## src/rtl/dm_arbiter.sv

```systemverilog
// Data-memory arbiter: M-stage CPU port vs external bus master.
// CPU has priority; starvation counter and lock state serve the external side.
module dm_arbiter #(
  parameter int MAX_WAIT = 4
) (
  input  logic        clk,
  input  logic        reset,
  input  logic        cpu_re_M,
  input  logic        cpu_we_M,
  input  logic [31:0] cpu_addr_M,
  input  logic [31:0] cpu_wdata_M,
  input  logic [31:0] cpu_pc_M,
  output logic [31:0] cpu_rdata_M,
  output logic        stall_M,
  input  logic        ext_req,
  input  logic        ext_we,
  input  logic        ext_lock,
  input  logic [31:0] ext_addr,
  input  logic [31:0] ext_wdata,
  output logic        ext_gnt,
  output logic [31:0] ext_rdata,
  output logic        ext_rvalid,
  output logic        dm_we,
  output logic [31:0] dm_addr,
  output logic [31:0] dm_wdata,
  output logic [31:0] dm_pc,
  input  logic [31:0] dm_rdata
);

  typedef enum logic {
    ST_SHARE = 1'b0,
    ST_LOCK  = 1'b1
  } st_t;

  st_t         r_st;
  st_t         w_st_nxt;
  logic [3:0]  r_wait_cnt;
  logic [3:0]  w_wait_nxt;
  logic [31:0] r_ext_rdata;
  logic        r_ext_rvalid;

  logic w_cpu_req;
  logic w_force;
  logic w_cpu_win;
  logic w_ext_win;

  assign w_cpu_req = cpu_re_M | cpu_we_M;
  assign w_force   = ext_req && (r_wait_cnt >= 4'(MAX_WAIT));

  // Winner select; nothing is granted while reset is held
  always_comb begin
    w_cpu_win = 1'b0;
    w_ext_win = 1'b0;
    if (!reset) begin
      unique case (r_st)
        ST_LOCK: w_ext_win = ext_req;
        default: begin
          if (w_force)
            w_ext_win = 1'b1;
          else if (w_cpu_req)
            w_cpu_win = 1'b1;
          else
            w_ext_win = ext_req;
        end
      endcase
    end
  end

  assign ext_gnt = w_ext_win;
  assign stall_M = w_cpu_req & ~w_cpu_win & ~reset;

  always_comb begin
    dm_we       = 1'b0;
    dm_addr     = '0;
    dm_wdata    = '0;
    dm_pc       = '0;
    cpu_rdata_M = '0;
    if (w_cpu_win) begin
      dm_we       = cpu_we_M;
      dm_addr     = cpu_addr_M;
      dm_wdata    = cpu_wdata_M;
      dm_pc       = cpu_pc_M;
      cpu_rdata_M = dm_rdata;
    end else if (w_ext_win) begin
      dm_we    = ext_we;
      dm_addr  = ext_addr;
      dm_wdata = ext_wdata;
    end
  end

  always_comb begin
    w_st_nxt = r_st;
    unique case (r_st)
      ST_SHARE:
        if (w_ext_win && ext_lock) w_st_nxt = ST_LOCK;
      ST_LOCK:
        if (!ext_req || !ext_lock) w_st_nxt = ST_SHARE;
      default: w_st_nxt = ST_SHARE;
    endcase
  end

  always_comb begin
    w_wait_nxt = '0;
    if (ext_req && !w_ext_win)
      w_wait_nxt = (r_wait_cnt == 4'hF) ? 4'hF : r_wait_cnt + 4'd1;
  end

  always_ff @(posedge clk) begin
    if (reset) begin
      r_st       <= ST_SHARE;
      r_wait_cnt <= '0;
    end else begin
      r_st       <= w_st_nxt;
      r_wait_cnt <= w_wait_nxt;
    end
  end

  // External read data is registered; writes leave it untouched
  always_ff @(posedge clk) begin
    if (reset) begin
      r_ext_rvalid <= 1'b0;
      r_ext_rdata  <= '0;
    end else begin
      r_ext_rvalid <= w_ext_win & ~ext_we;
      if (w_ext_win && !ext_we)
        r_ext_rdata <= dm_rdata;
    end
  end

  assign ext_rdata  = r_ext_rdata;
  assign ext_rvalid = r_ext_rvalid;

endmodule

```

## config.mk

```make
export PLATFORM = sky130hd
export DESIGN_NAME = dm_arbiter
export DESIGN_NICKNAME = d
export VERILOG_FILES = /design/src/rtl/dm_arbiter.sv
export SDC_FILE = /design/constraint.sdc
export NUM_CORES = 1
export LEC_CHECK = 0
export CAP_MARGIN = 20
export CELL_PAD_IN_SITES_DETAIL_PLACEMENT = 1
export CELL_PAD_IN_SITES_GLOBAL_PLACEMENT = 1
export CORE_MARGIN = 5
export CORE_UTILIZATION = 18
export DETAILED_ROUTE_END_ITERATION = 8
export GPL_TIMING_DRIVEN = 0
export PLACE_DENSITY = 0.82
export SYNTH_ARGS = -nofsm -noshare
export SYNTH_HDL_FRONTEND = slang
export SYNTH_SLANG_ARGS = --single-unit
```

## constraint.sdc

```tcl
create_clock -name clk -period 1.9 [get_ports clk]
set_clock_uncertainty 0.1 [all_clocks]
set_input_delay 0.19 -clock clk [delete_from_list [all_inputs] [get_ports clk]]
set_output_delay 0.19 -clock clk [all_outputs]
set_load 0.02 [all_outputs]
```

==> flow_summary.yaml <==
worst_hold_path:
  worst_hold_path.num_cells: 1
  min_to: "r_wait_cnt[0]$_SDFF_PP0_"
  worst_hold_path_type: "reg -> reg"
  hp-start: "r_wait_cnt[0]$_SDFF_PP0_"
sta:
  tightest_slew_ns: 0.514
  min_period_ns: 2.08
  whs_ns: 0.356
  max_freq_mhz: 482
  setup_viol: 98
  setup_tns_ns: -9.13
  relSlewSlack: 0.657
  rsz0062_at_grt: "yes"
  setup_ws_ns: -0.175
  hold_viol: 0
  maxSlewViolCount: 0
  layout_worst_path_cycle_share: 1.09
power:
  power.density_nw_per_um2: 431
  intPower_mw: 2.36
  p_clk_frac: 0.227
  leakagePower_nw: 3.24
  net-switching-power_mw: 1.21
  swShare: 0.339
  p_seq_frac: 0.236
  p_total_mw: 3.57
  power_frac_comb: 0.537
  peakVddDrop_uv: 345
yosys:
  async_flop_share: 0
  synth_area_sq_um: 3470
  synth_simple_gate_area_frac: 0.350
  synth_cells: 476
  synth_mux_area_frac: 0.0922
  synthFlopType: "dfxtp_1"
  yosysSeqAreaShare: 0.219
  synth_top_family_by_area: "simple AND/OR/NAND/NOR gates"
  synth_compound_area_frac: 0.252
  synth_cell_types: 27
  synth_warnings: 0
  synthAdderAreaFrac: 0.00360
  synth_xor_area_frac: 0
  avgSynthCellArea_sq_um: 7.30
  synth_edf_count: 0
  ys_ff_latch: 38
  synth.net_count: 676
drt:
  vias_per_cell: 4.62
  firstDrtPassIters: 4
  drtAntennaViolNets: 0
  drc: 0
  via_count: 5181
  drtIter0Drc: 108
  wire_per_inst_um: 19.1
  totalWireLength_um: 21500
setup_path:
  crit_chain: "o21ai_4 -> nor3b_4 -> buf_6 -> buf_8 -> and2_1 -> buf_6"
  reg2reg_depth: 6
  critical_path_arrival_ns: 1.79
  worst_setup_path_end_kind: "output port"
  cp_max_fo: 10
  critPathSlowestCell: "dfxtp_4"
  reg2reg_to: "ext_rdata[16]$_SDFFE_PP0P_"
  startpoint_type: "flop"
  crit_top_cell: "buf_6"
  r2r_slack_ns: 0.15
  r2r_start: "r_wait_cnt[2]$_SDFF_PP0_"
  critPathBufInv: 3
  cpPeakStageDelay_ns: 0.36
  cp.required_ns: 1.61
  timing.setup.critical_path_class: "reg -> out"
  critical-path-top-delay-family: "buffers and inverters"
floorplan:
  rows: 50
  start_util: 0.184
  fp.coreArea_sq_um: 18800
  pin_count: 363
  die_w_um: 149
  design.die.area_sq_um: 22200
  die_y_um: 149
cts:
  root_buffer: "clkbuf_16"
  clk_latency_ns: 0.27
  cts_made_buffers: 5
  cts_tree: "yes"
  cts.sinks: 38
  cts_max_path_buffers: 2
  htree_levels: 2
  cts.clk_slew.worst_paths_ns: 0.05
  holdBufCountCts: 0
placed_design:
  dp_hpwl_um: 17100
  port_buffers: 361
  placedInstanceArea_sq_um: 7410
  globalplace.congestion: 0.800
run:
  cap_violations: 0
run_status:
  violations: "negative setup slack"
  status: "complete, but fails checks"
final_layout:
  post-route-util: 0.440
  area_growth_pct: 139
  fillers: 2169
  final_nets: 1060
  fin_area_sq_um: 8280
  diodes: 0
  layout-drive-gt1-share: 0.343
  seqCellArea_sq_um: 766
  multi_input_area_sq_um: 2710
  final_common_cell: "clkdlybuf4s50_1"
  final_cell_mix: "clkdlybuf4s50_1, buf_6, nand2b_1, nand3_1, o211ai_1"
global_route:
  grt_overflow_total: 0
  grt_pass1_wl_um: 30600
  grt_max_degree: 13
  grt_pass1_vias: 5457
  use_met2: 0.335
  met3_usage: 0.0529
  top_usage_layer: "met2"
  antenna_found_initial: 0
  grtUsageMet1: 0.182
  track_usage: 0.172
## state kept, by name (all words and copies together) (netlist names)
register    count
r_wait_cnt      4
ext_rvalid      1
ext_rdata      32
r_st            1
## synthesized netlist by cell type, drive strengths merged, types with 2 or more instances
cell	count	share of area
o211ai	65	0.14
clkbuf	29	0.034
and2	64	0.12
dfxtp	38	0.22
nor3b	2	0.0076
nor2	2	0.0022
buf	30	0.049
mux2i	32	0.092
nand2b	66	0.12
o21ai	2	0.0040
a21oi	67	0.098
nor3	4	0.0058
nand3	66	0.095
## what timing repair did
item                       CTS  global route
buffers inserted             6             5
gates resized for setup    690           244
gates cloned                 2             4
setup endpoints to repair  131           127
pin swaps                   25            64
## through the flow
stage	worst slack, ns	instances
after global routing	-0.267	1121
after CTS	-0.139	1112
final	-0.175	1121
after detailed placement	-1.05	1097
after floorplan	0.248	476
after global placement	-1.02	1097
## cell type report
type / count / share of cell area
repair buffers: 378 / 0.458
flip-flops and latches: 38 / 0.0924
plain buffers: 58 / 0.0651
multi-input cells: 379 / 0.328
clock inverters: 2 / 0.00166
well taps: 260 / 0.0393
clock buffers: 6 / 0.0156
## per-layer routing
layer  vias to the layer above  routed length (um)
met5                         -                   0
met4                         0                 288
met3                        14                2000
met2                       243               11300
met1                      2465                7860
li1                       2459                   -
## how the worst max path moves through the flow
stage / from / endpoint / slack [ns] / cells past startpoint
after detailed placement: reset / dm_wdata[25] / -1.05 / 6
after global routing: r_wait_cnt[3]$_SDFF_PP0_ / cpu_rdata_M[7] / -0.27 / 6
after CTS: r_wait_cnt[2]$_SDFF_PP0_ / dm_pc[22] / -0.14 / 6
after global placement: reset / dm_wdata[23] / -1.02 / 6
after floorplan: r_wait_cnt[3]$_SDFF_PP0_ / dm_addr[0] / 0.25 / 5
final: r_wait_cnt[3]$_SDFF_PP0_ / cpu_rdata_M[0] / -0.18 / 6
## power by group through the flow
stage / Clock [mW] / Sequential, mW / Combinational, mW
6_report: 0.809 / 0.843 / 1.92
5_1_grt: 0.866 / 0.847 / 2.04
4_1_cts: 0.837 / 0.843 / 1.67
3_5_place_dp: 0 / 0.861 / 1.69
3_3_place_gp: 0 / 0.859 / 1.67
2_1_floorplan: 0 / 0.892 / 0.681
## logic make-up after synthesis
kind of cell	after synthesis
muxes	32
buffers and inverters	59
adders and majority gates	1
AOI/OAI and AO/OA	138
and+or+nand+nor	207
DFF	38
other	1
Note: power is estimated with default switching activity, not from simulation.
